File: config.mk
export PLATFORM = sky130hd
export DESIGN_NAME = alu_req_arbiter_flat
export DESIGN_NICKNAME = d
export VERILOG_FILES = /design/src/rtl/alu_pkg.sv /design/src/rtl/alu_req_arbiter_if.sv /design/src/rtl/alu.sv /design/src/rtl/rr_arb.sv /design/src/rtl/alu_req_arbiter.sv /design/src/flat_wrapper.sv
export SDC_FILE = /design/constraint.sdc
export NUM_CORES = 1
export LEC_CHECK = 0
export CELL_PAD_IN_SITES_DETAIL_PLACEMENT = 2
export CELL_PAD_IN_SITES_GLOBAL_PLACEMENT = 2
export CORE_MARGIN = 2
export CORE_UTILIZATION = 33
export CTS_CLUSTER_SIZE = 30
export DETAILED_ROUTE_END_ITERATION = 8
export PLACE_DENSITY_LB_ADDON = 0.2
export SYNTH_ARGS = -nofsm -noshare
export SYNTH_HDL_FRONTEND = slang
export SYNTH_HIERARCHICAL = 1
export SYNTH_SLANG_ARGS = --single-unit
File: constraint.sdc
create_clock -name i_clk -period 8.8 [get_ports i_clk]
set_input_delay 1.76 -clock i_clk [delete_from_list [all_inputs] [get_ports i_clk]]
set_output_delay 1.76 -clock i_clk [all_outputs]
set_load 0.05 [all_outputs]
File: src/rtl/alu_pkg.sv
// -----------------------------------------------------------------------------
// alu_pkg
// Shared types and constants for the ALU request arbiter slice.
//   alu_op_e     4-bit ALU operation codes (0..9 legal, 10..15 illegal)
//   ALU_OP_LAST  highest legal operation code
//   arb_state_e  arbiter FSM states
//   XLEN         datapath width
// -----------------------------------------------------------------------------
package alu_pkg;

    localparam int XLEN = 32;

    typedef enum logic [3:0] {
        ALU_ADD  = 4'd0,
        ALU_SUB  = 4'd1,
        ALU_SLT  = 4'd2,
        ALU_SLTU = 4'd3,
        ALU_XOR  = 4'd4,
        ALU_OR   = 4'd5,
        ALU_AND  = 4'd6,
        ALU_SLL  = 4'd7,
        ALU_SRL  = 4'd8,
        ALU_SRA  = 4'd9
    } alu_op_e;

    localparam logic [3:0] ALU_OP_LAST = 4'd9;

    typedef enum logic {
        IDLE = 1'b0,
        RESP = 1'b1
    } arb_state_e;

    function automatic logic op_is_legal(input logic [3:0] op);
        return (op <= ALU_OP_LAST);
    endfunction

endpackage

File: src/rtl/alu_req_arbiter_if.sv
// -----------------------------------------------------------------------------
// alu_req_arbiter_if
// Request/response bundle between the requesting units (master) and the
// ALU arbiter (slave).
//   i_req_valid / o_req_ready          per-requester request handshake
//   i_req_operand_a/b, i_req_alu_op    per-requester operands and op code
//   o_rsp_valid / i_rsp_ready          response handshake
//   o_rsp_id, o_rsp_data, o_rsp_illegal response payload
//   o_grant_cnt                        per-requester grant counters
// -----------------------------------------------------------------------------
interface alu_req_arbiter_if
    import alu_pkg::*;
#(
    parameter int NUM_REQ = 2,
    parameter int ID_W    = $clog2(NUM_REQ)
);
    logic [NUM_REQ-1:0]            i_req_valid;
    logic [NUM_REQ-1:0]            o_req_ready;
    logic [NUM_REQ-1:0][XLEN-1:0]  i_req_operand_a;
    logic [NUM_REQ-1:0][XLEN-1:0]  i_req_operand_b;
    logic [NUM_REQ-1:0][3:0]       i_req_alu_op;
    logic                          o_rsp_valid;
    logic                          i_rsp_ready;
    logic [ID_W-1:0]               o_rsp_id;
    logic [XLEN-1:0]               o_rsp_data;
    logic                          o_rsp_illegal;
    logic [NUM_REQ-1:0][15:0]      o_grant_cnt;

    modport master (
        output i_req_valid, i_req_operand_a, i_req_operand_b, i_req_alu_op, i_rsp_ready,
        input  o_req_ready, o_rsp_valid, o_rsp_id, o_rsp_data, o_rsp_illegal, o_grant_cnt
    );

    modport slave (
        input  i_req_valid, i_req_operand_a, i_req_operand_b, i_req_alu_op, i_rsp_ready,
        output o_req_ready, o_rsp_valid, o_rsp_id, o_rsp_data, o_rsp_illegal, o_grant_cnt
    );
endinterface

File: src/rtl/alu.sv
// -----------------------------------------------------------------------------
// alu
// Single-cycle combinational integer ALU.
//   op_i       operation code (alu_op_e); codes above ALU_OP_LAST are illegal
//   a_i, b_i   operands; shifts use b_i[4:0]
//   result_o   result, 0 for illegal codes
//   illegal_o  high for illegal codes
// -----------------------------------------------------------------------------
module alu
    import alu_pkg::*;
(
    input  logic [3:0]      op_i,
    input  logic [XLEN-1:0] a_i,
    input  logic [XLEN-1:0] b_i,
    output logic [XLEN-1:0] result_o,
    output logic            illegal_o
);
    logic [4:0] shamt;
    assign shamt = b_i[4:0];

    always_comb begin
        result_o  = '0;
        illegal_o = 1'b0;
        if (!op_is_legal(op_i)) begin
            illegal_o = 1'b1;
        end else begin
            case (alu_op_e'(op_i))
                ALU_ADD:  result_o = a_i + b_i;
                ALU_SUB:  result_o = a_i - b_i;
                ALU_SLT:  result_o = {{(XLEN-1){1'b0}}, ($signed(a_i) < $signed(b_i))};
                ALU_SLTU: result_o = {{(XLEN-1){1'b0}}, (a_i < b_i)};
                ALU_XOR:  result_o = a_i ^ b_i;
                ALU_OR:   result_o = a_i | b_i;
                ALU_AND:  result_o = a_i & b_i;
                ALU_SLL:  result_o = a_i << shamt;
                ALU_SRL:  result_o = a_i >> shamt;
                ALU_SRA:  result_o = $unsigned($signed(a_i) >>> shamt);
                default:  result_o = '0;
            endcase
        end
    end
endmodule

File: src/rtl/rr_arb.sv
// -----------------------------------------------------------------------------
// rr_arb
// Round-robin request picker: first set request searching ptr, ptr+1, ...
// (mod NUM_REQ). Produces nothing while en_i is low.
//   req_i  request vector        ptr_i  highest-priority index
//   en_i   allow a grant         gnt_o  one-hot grant (or zero)
//   idx_o  granted index         any_o  a grant was made
// -----------------------------------------------------------------------------
module rr_arb #(
    parameter int NUM_REQ = 2,
    parameter int ID_W    = $clog2(NUM_REQ)
) (
    input  logic [NUM_REQ-1:0] req_i,
    input  logic [ID_W-1:0]    ptr_i,
    input  logic               en_i,
    output logic [NUM_REQ-1:0] gnt_o,
    output logic [ID_W-1:0]    idx_o,
    output logic               any_o
);
    always_comb begin
        int         j;
        logic [ID_W-1:0] cand;
        logic       found;
        gnt_o = '0;
        idx_o = '0;
        any_o = 1'b0;
        j     = 0;
        cand  = '0;
        found = 1'b0;
        if (en_i) begin
            for (int k = 0; k < NUM_REQ; k++) begin
                j    = (int'(ptr_i) + k) % NUM_REQ;
                cand = ID_W'(j);
                if (!found && req_i[cand]) begin
                    found       = 1'b1;
                    gnt_o[cand] = 1'b1;
                    idx_o       = cand;
                end
            end
        end
        any_o = found;
    end
endmodule

File: src/rtl/alu_req_arbiter.sv
// -----------------------------------------------------------------------------
// alu_req_arbiter
// Shares one ALU among NUM_REQ requesters with round-robin arbitration.
// The result is registered: a request accepted in cycle N is presented in
// cycle N+1; a consume and a new grant may happen in the same cycle.
//   i_clk    clock, rising edge
//   i_rst_n  asynchronous active-low reset
//   bus      alu_req_arbiter_if.slave (request, response, grant counters)
// Build option: define ALU_ARB_PERF_EN to build saturating per-requester
// grant counters; otherwise o_grant_cnt is tied to zero.
//
// state | meaning
// IDLE  | no response held, any valid request is granted
// RESP  | response presented; new grant only when it is consumed this cycle
// -----------------------------------------------------------------------------
module alu_req_arbiter
    import alu_pkg::*;
#(
    parameter int NUM_REQ = 2,
    parameter int ID_W    = $clog2(NUM_REQ)
) (
    input  logic               i_clk,
    input  logic               i_rst_n,
    alu_req_arbiter_if.slave   bus
);
    arb_state_e        state_q, state_d;
    logic [ID_W-1:0]   ptr_q, ptr_d;
    logic [ID_W-1:0]   rsp_id_q, rsp_id_d;
    logic [XLEN-1:0]   rsp_data_q, rsp_data_d;
    logic              rsp_illegal_q, rsp_illegal_d;

    logic              can_accept;
    logic [NUM_REQ-1:0] gnt;
    logic [ID_W-1:0]   gnt_idx;
    logic              gnt_any;
    logic [XLEN-1:0]   sel_a, sel_b, alu_res;
    logic [3:0]        sel_op;
    logic              alu_ill;

    assign can_accept = (state_q == IDLE) || bus.i_rsp_ready;

    rr_arb #(
        .NUM_REQ (NUM_REQ),
        .ID_W    (ID_W)
    ) u_rr_arb (
        .req_i (bus.i_req_valid),
        .ptr_i (ptr_q),
        .en_i  (can_accept),
        .gnt_o (gnt),
        .idx_o (gnt_idx),
        .any_o (gnt_any)
    );

    assign sel_a  = bus.i_req_operand_a[gnt_idx];
    assign sel_b  = bus.i_req_operand_b[gnt_idx];
    assign sel_op = bus.i_req_alu_op[gnt_idx];

    alu u_alu (
        .op_i      (sel_op),
        .a_i       (sel_a),
        .b_i       (sel_b),
        .result_o  (alu_res),
        .illegal_o (alu_ill)
    );

    always_comb begin
        state_d       = state_q;
        ptr_d         = ptr_q;
        rsp_id_d      = rsp_id_q;
        rsp_data_d    = rsp_data_q;
        rsp_illegal_d = rsp_illegal_q;
        case (state_q)
            IDLE: if (gnt_any) state_d = RESP;
            RESP: if (!gnt_any && bus.i_rsp_ready) state_d = IDLE;
            default: state_d = IDLE;
        endcase
        if (gnt_any) begin
            rsp_id_d      = gnt_idx;
            rsp_data_d    = alu_res;
            rsp_illegal_d = alu_ill;
            ptr_d         = (gnt_idx == ID_W'(NUM_REQ - 1)) ? '0 : gnt_idx + ID_W'(1);
        end
    end

    always_ff @(posedge i_clk or negedge i_rst_n) begin
        if (!i_rst_n) begin
            state_q       <= IDLE;
            ptr_q         <= '0;
            rsp_id_q      <= '0;
            rsp_data_q    <= '0;
            rsp_illegal_q <= 1'b0;
        end else begin
            state_q       <= state_d;
            ptr_q         <= ptr_d;
            rsp_id_q      <= rsp_id_d;
            rsp_data_q    <= rsp_data_d;
            rsp_illegal_q <= rsp_illegal_d;
        end
    end

    assign bus.o_req_ready   = gnt;
    assign bus.o_rsp_valid   = (state_q == RESP);
    assign bus.o_rsp_id      = rsp_id_q;
    assign bus.o_rsp_data    = rsp_data_q;
    assign bus.o_rsp_illegal = rsp_illegal_q;

`ifdef ALU_ARB_PERF_EN
    logic [NUM_REQ-1:0][15:0] cnt_q, cnt_d;

    always_comb begin
        cnt_d = cnt_q;
        for (int i = 0; i < NUM_REQ; i++) begin
            if (gnt[i] && (cnt_q[i] != 16'hFFFF)) cnt_d[i] = cnt_q[i] + 16'd1;
        end
    end

    always_ff @(posedge i_clk or negedge i_rst_n) begin
        if (!i_rst_n) cnt_q <= '0;
        else          cnt_q <= cnt_d;
    end

    assign bus.o_grant_cnt = cnt_q;
`else
    assign bus.o_grant_cnt = '0;
`endif

    // A requester must hold valid until it is granted.
    for (genvar gi = 0; gi < NUM_REQ; gi++) begin : g_req_hold
        a_req_hold: assert property (@(posedge i_clk) disable iff (!i_rst_n)
            (bus.i_req_valid[gi] && !bus.o_req_ready[gi]) |=> bus.i_req_valid[gi]);
    end
endmodule

File: src/flat_wrapper.sv
// flat-port wrapper written by rule: the top's interface ports become plain ports
module alu_req_arbiter_flat import alu_pkg::*;
#(
    parameter int NUM_REQ = 2,
    parameter int ID_W    = $clog2(NUM_REQ)
)
  (i_clk, i_rst_n, bus_i_req_valid, bus_i_req_operand_a, bus_i_req_operand_b, bus_i_req_alu_op, bus_i_rsp_ready, bus_o_req_ready, bus_o_rsp_valid, bus_o_rsp_id, bus_o_rsp_data, bus_o_rsp_illegal, bus_o_grant_cnt);
  alu_req_arbiter_if #(.NUM_REQ(NUM_REQ), .ID_W(ID_W)) bus_i ();
  input  logic i_clk;
  input  logic i_rst_n;
  input wire logic [$bits(bus_i.i_req_valid)-1:0] bus_i_req_valid;
  input wire logic [$bits(bus_i.i_req_operand_a)-1:0] bus_i_req_operand_a;
  input wire logic [$bits(bus_i.i_req_operand_b)-1:0] bus_i_req_operand_b;
  input wire logic [$bits(bus_i.i_req_alu_op)-1:0] bus_i_req_alu_op;
  input wire logic [$bits(bus_i.i_rsp_ready)-1:0] bus_i_rsp_ready;
  output wire logic [$bits(bus_i.o_req_ready)-1:0] bus_o_req_ready;
  output wire logic [$bits(bus_i.o_rsp_valid)-1:0] bus_o_rsp_valid;
  output wire logic [$bits(bus_i.o_rsp_id)-1:0] bus_o_rsp_id;
  output wire logic [$bits(bus_i.o_rsp_data)-1:0] bus_o_rsp_data;
  output wire logic [$bits(bus_i.o_rsp_illegal)-1:0] bus_o_rsp_illegal;
  output wire logic [$bits(bus_i.o_grant_cnt)-1:0] bus_o_grant_cnt;
  assign bus_i.i_req_valid = bus_i_req_valid;
  assign bus_i.i_req_operand_a = bus_i_req_operand_a;
  assign bus_i.i_req_operand_b = bus_i_req_operand_b;
  assign bus_i.i_req_alu_op = bus_i_req_alu_op;
  assign bus_i.i_rsp_ready = bus_i_rsp_ready;
  assign bus_o_req_ready = bus_i.o_req_ready;
  assign bus_o_rsp_valid = bus_i.o_rsp_valid;
  assign bus_o_rsp_id = bus_i.o_rsp_id;
  assign bus_o_rsp_data = bus_i.o_rsp_data;
  assign bus_o_rsp_illegal = bus_i.o_rsp_illegal;
  assign bus_o_grant_cnt = bus_i.o_grant_cnt;
  alu_req_arbiter #(.NUM_REQ(NUM_REQ), .ID_W(ID_W)) u_core (.i_clk(i_clk), .i_rst_n(i_rst_n), .bus(bus_i));
endmodule
==> out/qor.csv <==
stage,metric,value,unit
critical_path,Critical Path Start Type,input port,
timing,minimum clock period,7070,ps
power,Leakage Power,0.00552,uW
route,DRT Wirelength,53.2,mm
die,initial core utilization,33.4,%
route,Routed WL per cell,26.9,um
clocking,cts repair resizes,0,
yosys,synth top area cells,"mux2_4 13%, ha_1 12%, dfrtp_1 8.3%",
critical_path,CP Capture Type,flop,
clocking,clk_lat worst skew,310,ps
placement,routability cong.,0.978,
clocking,Sink Count,36,
min_path,Hold Path Depth,1,
timing,final hold violation count,0,
timing,worst relative slew slack,27.7,%
global_route,overall routing resource usage,30.7,%
layout,post-route insts no fill,1979,
timing,RSZ-0062 raised after global routing,false,
clocking,CTS buffer count,5,
layout,Antenna Cells,0,
clocking,"CTS clk-pin slew, worst paths",60,ps
timing,Final Max Tran Viols,0,
clocking,CTS hold repair buffers,0,
route,# DRC,0,
flow_run,Max Cap Viol,0,
route,total number of vias,11651,
critical_path,worst reg2reg path depth,17,
timing,setup violators final,0,
clocking,htree depth,2,
global_route,initial antenna violation count,2,
die,Core ar.,32400,sq um
critical_path,CP Depth,18,
critical_path,cell mode on critical path,o21ai_0,
critical_path,Worst Path Max Fanout,56,
power,maximum resistive drop on vdd,0.0858,mV
yosys,Gate Count Post-Synth,1443,
power,power per cell area,166,nW/um^2
global_route,first-pass GRT wire length,78.9,mm
yosys,Mapped Area,10800,sq um
global_route,largest net degree at the start of global routing,67,
route,DR iter-0 viols,747,
yosys,"EDFF count, synth",0,
die,Ports,210,
clocking,Post-CTS Setup Bufs,0,
critical_path,CP cell instances,clkdlybuf4s50_1 -> nand2b_1 -> nand2_1 -> a21oi_4 -> buf_4 -> mux2_4 -> buf_4 -> nor2b_1 -> a21oi_1 -> nand2_1 -> o21ai_0 -> o21ai_0 -> o21ai_0 -> a21oi_1 -> nor2_1 -> a311oi_1 -> o21ai_0 -> mux2_4,
power,Tot Pwr,2110,uW
min_path,Worst Hold Class,reg2reg,
critical_path,Worst path slowest cell,a311oi_1,
clocking,CTS Root Cell,clkbuf_16,
critical_path,CP Buf/Inv Count,3,
placement,DP Wirelength,42.1,mm
clocking,CTS tree,yes,
placement,dpl cells,1971,
timing,setup TNS,0,ps
route,1st-pass router iterations,5,
yosys,synth unique cells,79,
yosys,Post-Syn Area per Cell,7.50,sq um
timing,Fin Hold WS,513,ps
die,die height,185,um
layout,FILL cells,3797,
timing,clk_skew,6.79,ps
timing,period utilisation layout,80.4,%
die,Die W,185,um
yosys,post-synth top area share,13.3,%
critical_path,CP Data Required Time,8990,ps
yosys,cell taking the most area after synthesis,mux2_4,
global_route,vias in the first global route,12410,
yosys,Async SR Flop Fraction,100,%
timing,Max Clk Rate,141,MHz
layout,Area growth syn-to-layout,17.9,%
layout,Multi-input gate area,8870,sq um
clocking,CTS max path bufs,2,
run_status,outcome,finished clean,
yosys,top_reg_cell synth,dfrtp_1,
yosys,"Seq/Total Area, Yosys",8.33,%
timing,worst slew pin tran,1080,ps
critical_path,CP Class,in2reg,
layout,register area,901,sq um
critical_path,top cell family by delay on the critical path,compound AO/OA/AOI/OAI gates,
layout,share of post-route cells with drive strength above 1,10.6,%
global_route,total gr overflow,0,
route,Detail Route Antenna Nets,0,
critical_path,Critical Path Max Stage Delay,740,ps
yosys,Yosys reg bits,36,
placement,placed inst area,12600,sq um
placement,Port Buffer Count,177,
die,Die Area,34200,sq um
die,Rows,66,
route,Via density,5.89,
layout,final net count,1779,
layout,final instance area,12800,sq um
critical_path,Worst EP arrival,7270,ps
yosys,warnings from Yosys,6,
-- final timing paths --
| path | startpoint | end | slack [ps] |
|---|---|---|---|
| max | bus_i_rsp_ready | u_core/bus.o_rsp_data[25] | 1730 |
| min | u_core/bus.o_rsp_data[28] | u_core/bus.o_rsp_data[28] | 510 |
| max in group asynchronous | i_rst_n | u_core/bus.o_rsp_data[3] | 6480 |
| min reg2reg | u_core/bus.o_rsp_data[28] | u_core/bus.o_rsp_data[28] | 510 |
| max reg2reg | u_core/bus.o_rsp_valid | u_core/bus.o_rsp_data[25] | 3260 |
| min in group asynchronous | i_rst_n | u_core/bus.o_rsp_illegal | 1620 |
-- metrics by stage --
step / util (%) / worst slack (ps)
floorplan: - / 2630
global placement: 38.9 / 1510
detailed placement: 38.9 / 1400
CTS: 39.4 / 1730
global route: 39.4 / 1410
finish: 39.4 / 1730
-- power breakdown --
group	switching [uW]	internal [uW]	total [uW]
Sequential	35.4	214	249
Clock	93.2	134	227
Combinational	1040	591	1640
Total	1170	939	2110
-- kinds of logic (layout without fill, tap and decap cells) --
| group | count (synthesis) | in the layout | share of synthesized area [%] |
|---|---|---|---|
| buf+inv | 237 | 300 | 11.0 |
| other cells | 1 | 32 | 0.0347 |
| xor+xnor | 18 | 18 | 1.46 |
| flops | 36 | 36 | 8.33 |
| simple gates | 394 | 394 | 16.8 |
| fa+ha+maj | 102 | 102 | 11.9 |
| compound gates | 470 | 470 | 27.5 |
| mux | 185 | 185 | 22.9 |
-- Yosys cell counts, types with 13 or more instances --
| master | count |
|---|---|
| nand2b_1 | 24 |
| o21ai_0 | 138 |
| nor2_1 | 166 |
| ha_1 | 100 |
| mux2_4 | 96 |
| a21oi_1 | 129 |
| mux2i_1 | 68 |
| inv_1 | 95 |
| or3_1 | 17 |
| buf_2 | 16 |
| a211oi_1 | 20 |
| a221oi_1 | 15 |
| buf_4 | 35 |
| clkbuf_1 | 62 |
| a22oi_1 | 13 |
| nand3_1 | 19 |
| nand2_1 | 90 |
| xnor2_1 | 15 |
| nor3_1 | 27 |
| o211ai_1 | 30 |
| dfrtp_1 | 36 |
| buf_1 | 13 |
-- cell type report --
| type | count | area share, % |
|---|---|---|
| multi-input combinational | 1201 | 69.5 |
| timing repair buffer | 194 | 14.9 |
| sequential | 36 | 7.06 |
| tap | 442 | 4.33 |
| inverter | 98 | 2.88 |
| clock buffer | 6 | 1.01 |
| clock inverter | 2 | 0.275 |
-- layer usage --
metal / wire (um) / global-route usage, % / vias up
met3: 2220 / 4.36 / 82
met1: 22800 / 37.3 / 5908
met4: 2350 / 13.0 / 4
met5: 29 / 0 / -
li1: - / - / 5338
met2: 25700 / 54.0 / 319
-- cell usage in the layout, fill, tap and decap left out, types with 25 or more instances in the layout --
cell and instances:
mux2_4 96, inv_1 94, ha_1 100, clkdlybuf4s50_1 176, a21oi_1 128, o211ai_1 30, mux2i_1 68, conb_1 32
o21ai_0 138, nand2_1 90, nor2_1 165, dfrtp_1 36, nor3_1 25
-- worst reg2reg max path, delay by kind of cell, from the launching register on --
family	cells	cell delay, ps
buf+inv	2	1030
flops	1	390
compound gates	8	2440
mux	2	860
simple gates	5	720
-- flip-flops by register name, indices dropped and copies added (netlist names) --
name,flops
u_core/bus.o_rsp_illegal,1
u_core/bus.o_rsp_data,32
u_core/ptr_q,1
u_core/bus.o_rsp_id,1
u_core/bus.o_rsp_valid,1
Power figures use the tool's default switching activity.
